File: src/rtl/bcd_counter_chain_pkg.sv
// Shared constants and helpers for the cascaded BCD counter chain.
// Holds the digit width, the BCD maximum and the legal parameter ranges.
package bcd_counter_chain_pkg;

  localparam int DIGIT_W = 4;

  typedef logic [DIGIT_W-1:0] digit_t;

  localparam digit_t BCD_MAX = 4'd9;

  localparam int DIGITS_MIN  = 1;
  localparam int DIGITS_MAX  = 8;
  localparam int TOP_MOD_MIN = 2;
  localparam int TOP_MOD_MAX = 10;

  // Largest value a digit of the given modulus can hold.
  function automatic digit_t digit_max(input int modulus);
    return digit_t'(modulus - 1);
  endfunction

  function automatic bit params_legal(input int digits, input int top_mod);
    return (digits >= DIGITS_MIN) && (digits <= DIGITS_MAX) &&
           (top_mod >= TOP_MOD_MIN) && (top_mod <= TOP_MOD_MAX);
  endfunction

endpackage

File: src/rtl/bcd_counter_chain_digit.sv
// One BCD digit of the chain: modulo-MOD up/down counter with clear and load.
// term is the combinational terminal flag for the current direction.
module bcd_digit
  import bcd_counter_chain_pkg::*;
#(
  parameter int MOD = 10
) (
  input  logic   clk,
  input  logic   rst_n,
  input  logic   sclr,
  input  logic   ld,
  input  digit_t ld_val,
  input  logic   cnt_en,
  input  logic   up,
  output digit_t q,
  output logic   term,
  output logic   ld_bad
);

  localparam digit_t MAXV = digit_max(MOD);

  if ((MOD < TOP_MOD_MIN) || (MOD > TOP_MOD_MAX)) begin : g_bad_mod
    $error("bcd_digit: MOD out of range");
  end

  digit_t q_q;
  digit_t q_d;

  assign ld_bad = (ld_val > MAXV);
  assign term   = up ? (q_q == MAXV) : (q_q == '0);
  assign q      = q_q;

  // term doubles as the wrap condition for the current direction.
  always_comb begin
    q_d = q_q;
    if (sclr) begin
      q_d = '0;
    end else if (ld) begin
      q_d = ld_bad ? '0 : ld_val;
    end else if (cnt_en) begin
      if (up) begin
        q_d = term ? '0 : q_q + 4'd1;
      end else begin
        q_d = term ? MAXV : q_q - 4'd1;
      end
    end
  end

  always_ff @(posedge clk or negedge rst_n) begin
    if (!rst_n) begin
      q_q <= '0;
    end else begin
      q_q <= q_d;
    end
  end

endmodule

File: src/rtl/bcd_counter_chain.sv
// Cascaded BCD up/down counter with 74LS161-style CTP/CTT enables,
// synchronous clear/load, ripple carry out and registered wrap/load-error pulses.
module bcd_counter_chain
  import bcd_counter_chain_pkg::*;
#(
  parameter int DIGITS  = 2,
  parameter int TOP_MOD = 6
) (
  input  logic                    CP,
  input  logic                    CR,
  input  logic                    CTP,
  input  logic                    CTT,
  input  logic                    UP,
  input  logic                    SCLR,
  input  logic                    LD,
  input  logic [4*DIGITS-1:0]     D,
  output logic [4*DIGITS-1:0]     Q,
  output logic                    CO,
  output logic                    TICK,
  output logic                    LDERR
);

  if (!params_legal(DIGITS, TOP_MOD)) begin : g_bad_params
    $error("bcd_counter_chain: DIGITS or TOP_MOD out of range");
  end

  logic [DIGITS-1:0] term_vec;
  logic [DIGITS-1:0] bad_vec;
  logic [DIGITS-1:0] cnt_en;
  logic              chain_run;
  logic              chain_wrap;
  logic              tick_q, tick_d;
  logic              lderr_q, lderr_d;

  // Digit k steps only when every lower digit is at its terminal value.
  always_comb begin
    chain_run = CTP & CTT;
    for (int i = 0; i < DIGITS; i++) begin
      cnt_en[i] = chain_run;
      chain_run = chain_run & term_vec[i];
    end
    chain_wrap = chain_run;
  end

  for (genvar k = 0; k < DIGITS; k++) begin : g_digit
    localparam int MOD = (k == DIGITS - 1) ? TOP_MOD : int'(BCD_MAX) + 1;

    bcd_digit #(
      .MOD(MOD)
    ) u_digit (
      .clk   (CP),
      .rst_n (CR),
      .sclr  (SCLR),
      .ld    (LD),
      .ld_val(D[k*DIGIT_W +: DIGIT_W]),
      .cnt_en(cnt_en[k]),
      .up    (UP),
      .q     (Q[k*DIGIT_W +: DIGIT_W]),
      .term  (term_vec[k]),
      .ld_bad(bad_vec[k])
    );
  end

  // Carry out ignores CTP so that cascaded chains ripple on CTT alone.
  assign CO = (&term_vec) & CTT;

  always_comb begin
    tick_d  = 1'b0;
    lderr_d = 1'b0;
    if (!SCLR) begin
      if (LD) begin
        lderr_d = |bad_vec;
      end else begin
        tick_d = chain_wrap;
      end
    end
  end

  always_ff @(posedge CP or negedge CR) begin
    if (!CR) begin
      tick_q  <= 1'b0;
      lderr_q <= 1'b0;
    end else begin
      tick_q  <= tick_d;
      lderr_q <= lderr_d;
    end
  end

  assign TICK  = tick_q;
  assign LDERR = lderr_q;

endmodule

File: config.mk
export PLATFORM = sky130hd
export DESIGN_NAME = bcd_counter_chain
export DESIGN_NICKNAME = d
export VERILOG_FILES = /design/src/rtl/bcd_counter_chain_pkg.sv /design/src/rtl/bcd_counter_chain_digit.sv /design/src/rtl/bcd_counter_chain.sv
export SDC_FILE = /design/constraint.sdc
export NUM_CORES = 1
export LEC_CHECK = 0
export BUFFER_PORTS_ARGS = -buffer_cell sky130_fd_sc_hd__buf_2
export CAP_MARGIN = 20
export CELL_PAD_IN_SITES_DETAIL_PLACEMENT = 1
export CELL_PAD_IN_SITES_GLOBAL_PLACEMENT = 2
export CORE_MARGIN = 2
export CORE_UTILIZATION = 31
export DETAILED_ROUTE_END_ITERATION = 7
export GPL_ROUTABILITY_DRIVEN = 1
export GPL_TIMING_DRIVEN = 0
export PLACE_DENSITY_LB_ADDON = 0.3
export SLEW_MARGIN = 20
export SYNTH_ARGS = -nofsm -noshare
export SYNTH_HDL_FRONTEND = slang
export SYNTH_SLANG_ARGS = --single-unit
File: constraint.sdc
create_clock -name CP -period 5.2 [get_ports CP]
set_clock_uncertainty 0.15 [all_clocks]
set_input_delay 1.04 -clock CP [delete_from_list [all_inputs] [get_ports CP]]
set_output_delay 1.04 -clock CP [all_outputs]
set_load 0.05 [all_outputs]
-- Yosys cells after proc, flatten, opt, wreduce, memory -nomap -nowiden
Cells that the tools add are included.
- register bits: 10
- output and inout port bits: 11
- add/sub/neg operators: 4
- $lt $le $gt $ge: 2
- eq/ne operators: 2
- mux-type cells: 20
- bitwise logic cells: 4
- reduce and logical (&&, ||, !) cells: 6
- operators with widths (operator ; number):
    $mux 4 ; 14
    $add 4x1->4 const B ; 2
    $logic_not 4->1 ; 2
    $sub 4x1->4 const B ; 2
    $mux 1 ; 6
    $reduce_bool 3->1 ; 2
    $and 1x1->1 ; 4
    $eq 4x3->1 const B ; 1
    $eq 4x4->1 const B ; 1
    $gt 4x3->1 const B ; 1
    $gt 4x4->1 const B ; 1
    $reduce_and 2->1 ; 1
    $reduce_or 2->1 ; 1

-- Logic depth before layout (Yosys ltp)
Gate-level depths: netlist of the first run.
- depth in word-level cells: 7
- gate-level depth with buffers: 6
- depth with buffers taken out: 6

-- By module
Synthesis of the first run repeated with hierarchy kept, for this count alone.
- cells, all modules: 112
- area, all modules: 978.4 um^2
- by module, submodules not included (module ; instances ; cells each ; area an instance (um^2) ; sequential area each (um^2)):
    bcd_digit at g_digit[0].u_digit ; 1 ; 57 ; 481.7 ; 100.1
    bcd_digit at g_digit[1].u_digit ; 1 ; 46 ; 396.6 ; 100.1
    bcd_counter_chain ; 1 ; 9 ; 100.1 ; 50.0

-- Worst setup path before layout of the first run
Ideal clock, no wire load.
- kind: in2out
- start: in UP
- end: out CO
- data arrival time: 2268 ps
- required time: 4010 ps
- setup slack: 1742 ps
- stages: 4
- buffers on the path: 1
- cells stage by stage: buf_6 -> or3b_4 -> a21oi_1 -> and3_1
- longest elaborated chain between the ends: 3
- ends and longest elaborated chain (what ; line ; source):
    from (decl) ; bcd_counter_chain.sv:13 ; input logic UP,
    $mux 1 ; bcd_counter_chain_digit.sv:30 ; assign term = up ? (q_q == MAXV) : (q_q == '0);
    $reduce_and 2->1 (*) ; bcd_counter_chain.sv:65 ; assign CO = (&term_vec) & CTT;
    $and 1x1->1 (*) ; bcd_counter_chain.sv:65 ;
    to (decl) ; bcd_counter_chain.sv:18 ; output logic CO,
Mark *: on every way between the ends. The rest lies on a longest branch, timed or not.

-- Worst setup path in the final report of the first run
Ends and elaborated chain as after synthesis.

==> impl_summary.txt, run 1 <==
----------------------------------------------------
[Outcome]
  Run status ... finished clean

[Layout]
  Post-layout nets ... 154
  Layout filler cell count ... 352
  Core Util, Final ... 0.388
  Fraction of layout instances using a drive strength above 1 ... 0.275
  Area growth from synthesis to layout ... 19.1%
  Number of diodes added for antenna fixing ... 0
  Footprint of the flip-flops and latches ... 250 um2
  Multi-input combinational cell area ... 583 um2
  Post-route cell area ... 1070 um2

[Timing]
  Slew Limit Headroom ... 0.661
  Final period util ... 0.683
  Unrepaired setup endpoints after global routing ... false
  Number of failing setup endpoints in the final timing report ... 0
  Slew Viols, Final ... 0
  Final Hold Vio Count ... 0
  Final sum of negative setup slack ... 0 ns
  Max frequency ... 281 MHz
  Minimum period implied by the final worst setup slack ... 3.55 ns
  Minimum hold slack ... 0.475 ns
  Slew at the pin closest to its max-slew limit ... 0.501 ns

[Drt]
  Post-route antenna net violation count ... 0
  Violation count after the first detailed-routing iteration ... 11
  Detailed Route WL ... 2520 um
  Ratio of routed vias to standard cells ... 5.52
  Detailed-route wire length per cell ... 15.6 um
  Vias after detailed routing ... 894
  Remaining routing DRC violations ... 0
  Router iterations before antenna repair ... 4

[Worst setup path]
  Crit-path max FO ... 8
  Data arrival, critical path ... 2.36 ns
  Startpoint types ... primary input
  Crit path launch ... UP
  Worst EP required ... 4.01 ns
  Classification of the worst setup path ... in2out
  Startpoint of the worst-slack reg-to-reg timing path ... g_digit[0].u_digit.q[0]$_DFFE_PN0P_
  Critical Path Sink Type ... output pin

[GRT]
  First-pass GRT wire length ... 4320 um
  GRT Overall Usage ... 0.169
  Largest net degree at the start of global routing ... 11
  Via count of the first global-routing pass ... 873
  Antenna violations before repair ... 0
  Overall overflow remaining after global route ... 0

[Clock tree]
  Clock transition at the registers of the reported paths ... 0.07 ns
  Post-CTS setup buffer count ... 0
  CTS buffer count ... 3
  TritonCTS clock tree ... done
  Maximum clock path buffer count ... 2
  Clock root buffer ... clkbuf_4
  Clock sink count ... 10
  Post-CTS Resized ... 0
  Clock latency on the worst-skew pair ... 0.27 ns
  Maximum level of the CTS H-tree ... 1
  Number of hold buffers added after CTS ... 0

[Floorplanning]
  Core Footprint ... 2760 um2
  Die area ... 3350 um2
  Vertical extent of the die ... 57.9 um
  Standard-cell row count ... 19
  Effective utilization at floorplan ... 0.326
  Die outline width ... 57.9 um
  Number of primary I/O pins ... 26

[Place]
  Dpl hpwl ... 2030 um
  Port Buf Inserts ... 22
  Instance area after placement ... 1050 um2
  Final weighted congestion in routability-driven placement ... 0.827

[Logic synthesis]
  Mapped Area ... 900 um2
  Nets in the synthesized netlist ... 127
  FF+latch count, synth ... 10
  Number of flops mapped to enable cells by yosys ... 0
  Cells after synthesis ... 106
  Syn avg cell area ... 8.49 um2
  Yosys warns ... 0
  Dominant register cell in the synthesized netlist ... dfrtp_1
  Async set-reset flop share out of synthesis ... 1.00
  Proportion of synthesized chip area in sequential cells ... 0.278
  Count of distinct cell types in the synthesized netlist ... 41

[Power and ir drop]
  Leakage ... 0.524 nW
  Power per unit of standard cell area ... 213 nW/um2
  Final Power ... 228 uW
  Worst supply voltage drop on vdd ... 0.000117 V

[Worst hold path]
  Hold crit path type ... in2async

[Flow run]
  Maximum capacitance violations ... 0

----------------------------------------------------
## layer usage
metal  vias up  GRT usage  share of wire
met3         5     0.0268          0.046
met5         -          0              0
met2        31      0.242           0.45
met4         0     0.0698          0.017
li1        438          -              -
met1       420      0.251           0.49
## cell type report
class / count / area share
Sequential cell: 10 / 0.234
Multi-Input combinational cell: 82 / 0.544
Buffer: 7 / 0.0374
Timing Repair Buffer: 22 / 0.103
Tap cell: 31 / 0.0362
Clock buffer: 3 / 0.0210
Inverter: 7 / 0.0245
## cells in the mapped netlist, drive strengths merged, types with 2 or more instances
master / n / area [um2]
a31oi: 2 / 12.5
xnor2: 2 / 17.5
mux2: 3 / 33.8
and3: 2 / 12.5
dfrtp: 10 / 250
nor4b: 2 / 17.5
nand2b: 3 / 18.8
nand2: 8 / 30.0
nor4: 2 / 12.5
ha: 6 / 75.1
nor2b: 3 / 18.8
nor2: 7 / 26.3
o21ai: 7 / 35.0
buf: 6 / 36.3
a211oi: 2 / 27.5
a21oi: 8 / 40.0
nor3: 3 / 20.0
mux2i: 2 / 20.0
o32ai: 2 / 17.5
nand3: 3 / 15.0
or3b: 2 / 20.0
inv: 7 / 26.3
xor2: 2 / 17.5
## power by group
| part | internal (mW) | total, mW | switching (mW) |
|---|---|---|---|
| logic | 0.0309 | 0.0856 | 0.0547 |
| registers | 0.0819 | 0.0875 | 0.00551 |
| clock network | 0.0268 | 0.0550 | 0.0283 |
| total | 0.140 | 0.228 | 0.0884 |
## final timing paths
kind / to / slack, ns / cells after the start
setup reg to reg: g_digit[1].u_digit.q[1]$_DFFE_PN0P_ / 3.03 / 6
max in group asynchronous: g_digit[0].u_digit.q[0]$_DFFE_PN0P_ / 4.21 / 1
hold / removal: g_digit[0].u_digit.q[1]$_DFFE_PN0P_ / 0.48 / 1
setup / recovery: CO / 1.65 / 5
hold reg to reg: g_digit[1].u_digit.q[1]$_DFFE_PN0P_ / 0.48 / 1
min in group CP: g_digit[1].u_digit.q[1]$_DFFE_PN0P_ / 0.48 / 1
## kinds of logic after synthesis
group,count (synthesis),share of synthesized area
adder cells (fa/ha/maj),6,0.0834
AND/OR/NAND/NOR,38,0.238
buffers and inverters,14,0.0737
XOR/XNOR,4,0.0390
AO/OA/AOI/OAI,29,0.228
flip-flops,10,0.278
multiplexers,5,0.0598
## sequential cells by signal, indices dropped and copies added (netlist names)
| signal | flops |
|---|---|
| LDERR | 1 |
| TICK | 1 |
| g_digit.u_digit.q | 8 |
## through the flow
step | std cells | setup WS [ns]
CTS | 162 | 1.65
floorplan | 106 | 1.74
detailed placement | 159 | 1.65
finish | 162 | 1.65
global route | 162 | 1.57
global placement | 159 | 1.63
## critical path, cell delays in order
cell	delay (ns)
buf_6	0.11
or3b_4	0.41
a21oi_1	0.33
and3_1	0.21
buf_2	0.26
## placed cells by master, fill, tap and decap left out, drive strengths merged
cell	count
inv	7
nor2	7
xor2	2
clkbuf	4
or3b	2
o32ai	2
a211oi	2
o2111a	1
o31a	1
buf	28
ha	6
or4	1
o21bai	1
a211o	1
nor3	3
a31oi	2
dfrtp	10
nor4	2
a311oi	1
xnor2	2
o221ai	1
nor2b	3
mux2i	2
and3	2
nand3	3
o2bb2ai	1
and2	1
nand2	8
mux2	3
nor4b	2
a21oi	8
nand2b	3
o21ai	7
and4	1
a41o	1
Note: power is estimated with default switching activity, not from simulation.
==> run 2: changes to the inputs <==
- ABC_AREA: default -> 1
- CORE_UTILIZATION: 31 -> 27
- clock period: 5.2 -> 3.36 ns (I/O delays scaled with it)
==> run 2 against run 1 <==
Sequential cell count stayed put. Critical endpoint unchanged. Combinational power is 110% higher. Highest routed layer unchanged. First-iteration DRC count is 100% higher. Final area is 8.5% higher. Cell count is 33% higher. Global-route usage is 2.5 points lower. Sequential power is 69% higher.
==> impl_summary.txt, run 2 <==
----------------------------------------------------
[Clock tree]
  Number of hold buffers added after CTS ... 0 (unchanged)
  Clock transition at the registers of the reported paths ... 0.07 ns (about the same)
  Post-CTS Resized ... 0 (unchanged)
  TritonCTS clock tree ... done
  Clock sink count ... 10 (unchanged)
  Clock root buffer ... clkbuf_4
  CTS buffer count ... 3 (unchanged)
  Post-CTS setup buffer count ... 0 (unchanged)
  Maximum level of the CTS H-tree ... 1 (unchanged)
  Clock latency on the worst-skew pair ... 0.26 ns (about the same)
  Maximum clock path buffer count ... 2 (unchanged)

[GRT]
  GRT Overall Usage ... 0.144 (-0.0246)
  Met2 Use GR ... 0.254 (+0.0121)
  Largest net degree at the start of global routing ... 11 (unchanged)
  Antenna violations before repair ... 0 (unchanged)
  Layer carrying the most global-route usage ... met2
  First-pass GRT wire length ... 4690 um (+8.5%)
  Met1 usage ... 0.188 (-0.0638)
  Overall overflow remaining after global route ... 0 (unchanged)
  Met3 Use GR ... 0.0125 (-0.0143)
  Via count of the first global-routing pass ... 1047 (+20%)

[Timing]
  Max frequency ... 388 MHz
  Number of failing setup endpoints in the final timing report ... 0 (unchanged)
  Slew at the pin closest to its max-slew limit ... 0.318 ns (-0.183 ns)
  Slew Limit Headroom ... 0.787 (+0.125)
  Slew Viols, Final ... 0 (unchanged)
  Minimum period implied by the final worst setup slack ... 2.58 ns
  Unrepaired setup endpoints after global routing ... false
  Final Hold Vio Count ... 0 (unchanged)
  Final period util ... 0.767
  Final sum of negative setup slack ... 0 ns (unchanged)

[Worst setup path]
  Worst path most repeated cell ... nand2_1
  Data arrival, critical path ... 1.75 ns (-0.61 ns)
  Cell at the slowest stage of the critical path ... dfrtp_1
  Crit-path max FO ... 5 (-3)
  Worst EP required ... 2.54 ns (-1.47 ns)
  Critical Path Sink Type ... output pin
  R2r setup slk ... 1.74 ns (-1.29 ns)
  Cell-by-cell trace of the critical path ... inv_1 -> ha_1 -> nand4_1 -> nand2_1 -> nand2_1 -> nor2_1 -> buf_2
  Crit path launch ... g_digit[1].u_digit.q[1]$_DFFE_PN0P_
  Classification of the worst setup path ... reg2out
  Startpoint types ... flip-flop
  Slowest stage delay, CP ... 0.44 ns (+0.03 ns)
  Startpoint of the worst-slack reg-to-reg timing path ... g_digit[0].u_digit.q[0]$_DFFE_PN0P_

[Layout]
  Area growth from synthesis to layout ... 21.9%
  Post-layout nets ... 192 (+25%)
  Number of flip-flops under the largest register name ... 8 (unchanged)
  Most used cells in the layout excluding fill and tap cells ... nand2_1, buf_2, nand3_1, inv_1, dfrtp_1
  Number of diodes added for antenna fixing ... 0 (unchanged)
  Most common library cell in the layout ignoring fill and taps ... nand2_1
  Layout filler cell count ... 465 (+32%)
  Core Util, Final ... 0.346 (-0.0428)
  Fraction of layout instances using a drive strength above 1 ... 0.247 (-0.0278)

[Logic synthesis]
  Top cell types by occurrence after synthesis ... nand2_1, nand3_1, inv_1
  FF+latch count, synth ... 10 (unchanged)
  Number of flops mapped to enable cells by yosys ... 0 (unchanged)
  Yosys warns ... 0 (unchanged)
  Cells after synthesis ... 143 (+35%)
  Async set-reset flop share out of synthesis ... 1.00 (unchanged)
  Dominant register cell in the synthesized netlist ... dfrtp_1
  Proportion of synthesized chip area in sequential cells ... 0.262 (-0.0157)
  Count of distinct cell types in the synthesized netlist ... 24 (-41%)
  Mapped Area ... 953 um2 (+6.0%)
  Leading cell types by total area after synthesis ... dfrtp_1, nand2_1, nand3_1
  Cell taking the most area after synthesis ... dfrtp_1
  Most numerous cell in the Yosys netlist ... nand2_1
  Nets in the synthesized netlist ... 164 (+29%)
  Syn avg cell area ... 6.67 um2 (-21%)
  Share of the synthesized area in the top cell type ... 0.262 (-0.0157)

[Place]
  Final weighted congestion in routability-driven placement ... 0.761 (-8.0%)
  Dpl hpwl ... 2160 um (+6.3%)
  Port Buf Inserts ... 23 (+4.5%)

[Drt]
  Remaining routing DRC violations ... 0 (unchanged)
  Violation count after the first detailed-routing iteration ... 22 (+11)
  Vias after detailed routing ... 982 (+9.8%)
  Post-route antenna net violation count ... 0 (unchanged)
  Ratio of routed vias to standard cells ... 4.55 (-18%)
  Detailed Route WL ... 2580 um (+2.1%)
  Router iterations before antenna repair ... 4 (unchanged)
  Detailed-route wire length per cell ... 11.9 um (-23%)

[Power and ir drop]
  Final Power ... 437 uW (+92%)
  Power per unit of standard cell area ... 376 nW/um2 (+77%)
  Worst supply voltage drop on vdd ... 0.000154 V (+32%)
  Leakage ... 0.650 nW (+24%)

[Floorplanning]
  Die area ... 4020 um2 (+20%)
  Effective utilization at floorplan ... 0.283 (-0.0427)
  Vertical extent of the die ... 63.4 um (+9.6%)
  Number of primary I/O pins ... 26 (unchanged)
  Die outline width ... 63.4 um (+9.6%)
  Core Footprint ... 3360 um2 (+22%)
  Standard-cell row count ... 21 (+2)

[Outcome]
  Run status ... finished clean

[Flow run]
  Maximum capacitance violations ... 0 (unchanged)

[Worst hold path]
  Hold crit path type ... in2async

----------------------------------------------------
## run 2: cell types whose count changed after synthesis, moves of 3 or more
cell      change
a21oi_1       -3
nand4_1       +4
nand2_1      +50
o21ai_0       -4
nand3_1      +15
nor2b_1       -3
nand2b_1      -3
buf_2         -5
inv_1         +7
## run 2: where the power goes
group / switching [mW] / internal, mW / total, mW
logic: 0.121 / 0.0583 / 0.179
registers: 0.0179 / 0.130 / 0.148
clock network: 0.0441 / 0.0657 / 0.110
total: 0.183 / 0.254 / 0.437
## run 2: per-layer routing
metal	vias to the layer above	share of wire
met5	-	0
met4	0	0.0085
met3	2	0.022
met2	15	0.47
met1	454	0.49
li1	511	-
## run 2: final timing paths
| check | endpoint | cells after the start |
|---|---|---|
| min in group CP | g_digit[1].u_digit.q[3]$_DFFE_PN0P_ | 2 |
| setup / recovery | CO | 7 |
| hold reg to reg | g_digit[1].u_digit.q[3]$_DFFE_PN0P_ | 2 |
| max in group asynchronous | TICK$_DFF_PN0_ | 1 |
| setup reg to reg | g_digit[0].u_digit.q[3]$_DFFE_PN0P_ | 10 |
| hold / removal | g_digit[0].u_digit.q[1]$_DFFE_PN0P_ | 1 |
## run 2: critical path: cells and delay by family, from the launching register on
family | cells | cell delay, ns
adders and majority gates | 1 | 0.15
buffers and inverters | 2 | 0.39
DFF | 1 | 0.44
and+or+nand+nor | 4 | 0.52
## run 2: area by class of cell
class / instances / area [um2] / area share
clock buffers: 4 / 36.3 / 0.0312
flip-flops and latches: 10 / 250 / 0.215
multi-input cells: 114 / 612 / 0.526
repair buffers: 23 / 115 / 0.0990
well taps: 46 / 57.6 / 0.0495
plain buffers: 2 / 22.5 / 0.0194
inverters: 17 / 68.8 / 0.0592
## run 2: cells by family after synthesis
kind of cell / share of synthesized area
AND/OR/NAND/NOR: 0.483
buffers and inverters: 0.0958
AO/OA/AOI/OAI: 0.0617
flip-flops: 0.262
adder cells (fa/ha/maj): 0.0787
XOR/XNOR: 0.0184
## run 2: metrics by stage
stage,hold slack (ns),cells,area [um2],setup WS [ns]
2_1_floorplan,0.226,143,953,0.608
3_3_place_gp,0.360,212,1130,0.926
3_5_place_dp,0.382,212,1130,0.892
4_1_cts,0.118,216,1160,0.740
5_1_grt,0.121,216,1160,0.550
6_report,0.113,216,1160,0.784
==> run 3: changes to the inputs <==
- CORE_UTILIZATION: 27 -> 24
- clock period: 3.36 -> 2.13 ns (I/O delays scaled with it)
==> run 3 against run 2 <==
Sequential cell count unchanged. Total power up 87%. Register-to-register slack worse by 1.2 ns. Non-clock buffer count increased by 14. Clock-buffer cell count unchanged. Utilization is 1.2 points higher. Hold slack better by 0.15 ns. Cell count grew 7.4%. Setup slack got worse by 0.71 ns. Final area increased by 15%. Largest cell class unchanged.
==> impl_summary.txt, run 3 (synthesis gave the netlist of run 2 again) <==
----------------------------------------------------
[Clock tree]
  Clock sink count ... 10 (unchanged)
  Clock root buffer ... clkbuf_8
  Clock latency on the worst-skew pair ... 0.24 ns (-0.02 ns)
  Maximum clock path buffer count ... 2 (unchanged)
  TritonCTS clock tree ... done
  Maximum level of the CTS H-tree ... 1 (unchanged)
  Clock transition at the registers of the reported paths ... 0.05 ns (-0.02 ns)
  CTS buffer count ... 3 (unchanged)

[Power and ir drop]
  Worst supply voltage drop on vdd ... 0.000245 V (+59%)
  Leakage ... 0.719 nW (+11%)
  Power per unit of standard cell area ... 610 nW/um2 (+62%)

[Layout]
  Most common library cell in the layout ignoring fill and taps ... nand2_1
  Most used cells in the layout excluding fill and tap cells ... nand2_1, buf_2, nand3_1, buf_4, inv_1
  Footprint of the flip-flops and latches ... 255 um2 (+2.0%)
  Multi-input combinational cell area ... 642 um2 (+4.9%)
  Fraction of layout instances using a drive strength above 1 ... 0.380 (+0.133)
  Layout filler cell count ... 489 (+5.2%)
  Post-layout nets ... 206 (+7.3%)
  Post-route cell area ... 1340 um2 (+15%)
  Number of diodes added for antenna fixing ... 0 (unchanged)
  Area growth from synthesis to layout ... 40.6%
  Number of flip-flops under the largest register name ... 8 (unchanged)

[GRT]
  Met2 Use GR ... 0.246 (-0.00766)
  Via count of the first global-routing pass ... 1109 (+5.9%)
  GRT Overall Usage ... 0.149 (+0.00413)
  Met1 usage ... 0.188 (+0.000694)
  Layer carrying the most global-route usage ... met2
  Overall overflow remaining after global route ... 0 (unchanged)
  First-pass GRT wire length ... 4930 um (+5.1%)
  Largest net degree at the start of global routing ... 11 (unchanged)
  Met3 Use GR ... 0.0101 (-0.00236)
  Antenna violations before repair ... 0 (unchanged)

[Floorplanning]
  Standard-cell row count ... 22 (+4.8%)
  Effective utilization at floorplan ... 0.255 (-0.0288)
  Vertical extent of the die ... 67.0 um (+5.7%)
  Die outline width ... 67.0 um (+5.7%)
  Number of primary I/O pins ... 26 (unchanged)
  Core Footprint ... 3740 um2 (+11%)
  Die area ... 4490 um2 (+12%)

[Drt]
  Remaining routing DRC violations ... 0 (unchanged)
  Vias after detailed routing ... 1034 (+5.3%)
  Ratio of routed vias to standard cells ... 4.46 (-2.0%)
  Post-route antenna net violation count ... 0 (unchanged)
  Detailed Route WL ... 2830 um (+9.7%)
  Router iterations before antenna repair ... 4 (unchanged)
  Violation count after the first detailed-routing iteration ... 23 (+4.5%)
  Detailed-route wire length per cell ... 12.2 um (+2.2%)

[Timing]
  Max frequency ... 485 MHz
  Final period util ... 0.967
  Minimum period implied by the final worst setup slack ... 2.06 ns
  Final Hold Vio Count ... 0 (unchanged)
  Final sum of negative setup slack ... 0 ns (unchanged)
  Slew Limit Headroom ... 0.782 (-0.00481)
  Slew at the pin closest to its max-slew limit ... 0.325 ns (+0.00717 ns)
  Number of failing setup endpoints in the final timing report ... 0 (unchanged)
  Slew Viols, Final ... 0 (unchanged)

[Place]
  Instance area after placement ... 1140 um2 (+1.2%)
  Dpl hpwl ... 2260 um (+4.8%)
  Final weighted congestion in routability-driven placement ... 0.741 (-2.6%)
  Port Buf Inserts ... 23 (unchanged)

[Worst setup path]
  Startpoint types ... flip-flop
  Worst EP required ... 1.55 ns (-0.99 ns)
  Startpoint of the worst-slack reg-to-reg timing path ... g_digit[1].u_digit.q[1]$_DFFE_PN0P_
  Crit-path max FO ... 3 (-2)
  Data arrival, critical path ... 1.48 ns (-0.27 ns)
  Critical Path Sink Type ... output pin
  Crit path launch ... g_digit[1].u_digit.q[1]$_DFFE_PN0P_
  Classification of the worst setup path ... reg2out

[Flow run]
  Maximum capacitance violations ... 0 (unchanged)

[Outcome]
  Run status ... finished clean

[Worst hold path]
  Hold crit path type ... in2reg
  Startpoint of the lowest-slack hold path ... SCLR

----------------------------------------------------
## run 3: routing by layer
layer / share of wire / vias to the layer above
met5: 0 / -
met4: 0.014 / 0
met3: 0.022 / 2
met2: 0.47 / 16
met1: 0.49 / 471
li1: - / 545
## run 3: area by class of cell
class	instances	area share
clock buffers	4	0.0411
flip-flops and latches	10	0.190
repair buffers	37	0.171
inverters	17	0.0570
plain buffers	2	0.0168
multi-input cells	114	0.479
well taps	48	0.0448
## run 3: power by group
| part | switching (mW) | internal, mW |
|---|---|---|
| clock | 0.0762 | 0.163 |
| combinational | 0.211 | 0.133 |
| sequential | 0.0279 | 0.207 |
| total | 0.315 | 0.503 |
## run 3: final timing paths
path | endpoint | slack, ns | depth (start not counted)
max | CO | 0.07 | 7
min | LDERR$_DFF_PN0_ | 0.26 | 2
max reg2reg | g_digit[1].u_digit.q[1]$_DFFE_PN0P_ | 0.51 | 9
min reg2reg | g_digit[1].u_digit.q[3]$_DFFE_PN0P_ | 0.39 | 2
max in group asynchronous | g_digit[1].u_digit.q[0]$_DFFE_PN0P_ | 1.17 | 2
min in group asynchronous | g_digit[0].u_digit.q[2]$_DFFE_PN0P_ | 0.44 | 2
## run 3: stage by stage
stage,total power [mW],cells,util,setup slack (ns),hold WS [ns]
after floorplan,0.450,143,-,0.0357,-0.0196
after global placement,0.521,214,0.304,0.0782,0.152
after detailed placement,0.530,214,0.304,0.0316,0.156
after CTS,0.799,222,0.335,0.0236,0.258
after global routing,0.885,232,0.358,-0.0426,0.253
final,0.818,232,0.358,0.0699,0.258
## run 3: worst max-delay path, cell delays in order, from the launching register on
cell,delay (ns)
dfrtp_2,0.43
inv_4,0.08
ha_1,0.14
nand4_1,0.14
nand2_2,0.11
nand2_1,0.09
nor2_4,0.11
buf_6,0.16
## run 3: what timing repair did
| action | in CTS | in global routing |
|---|---|---|
| hold buffers | 1 | 0 |
| setup buffers | 3 | 10 |
| setup endpoints to repair | 1 | 1 |
| pin swaps | 0 | 3 |
| hold endpoints to repair | 10 | 0 |
| gates resized for setup | 11 | 6 |
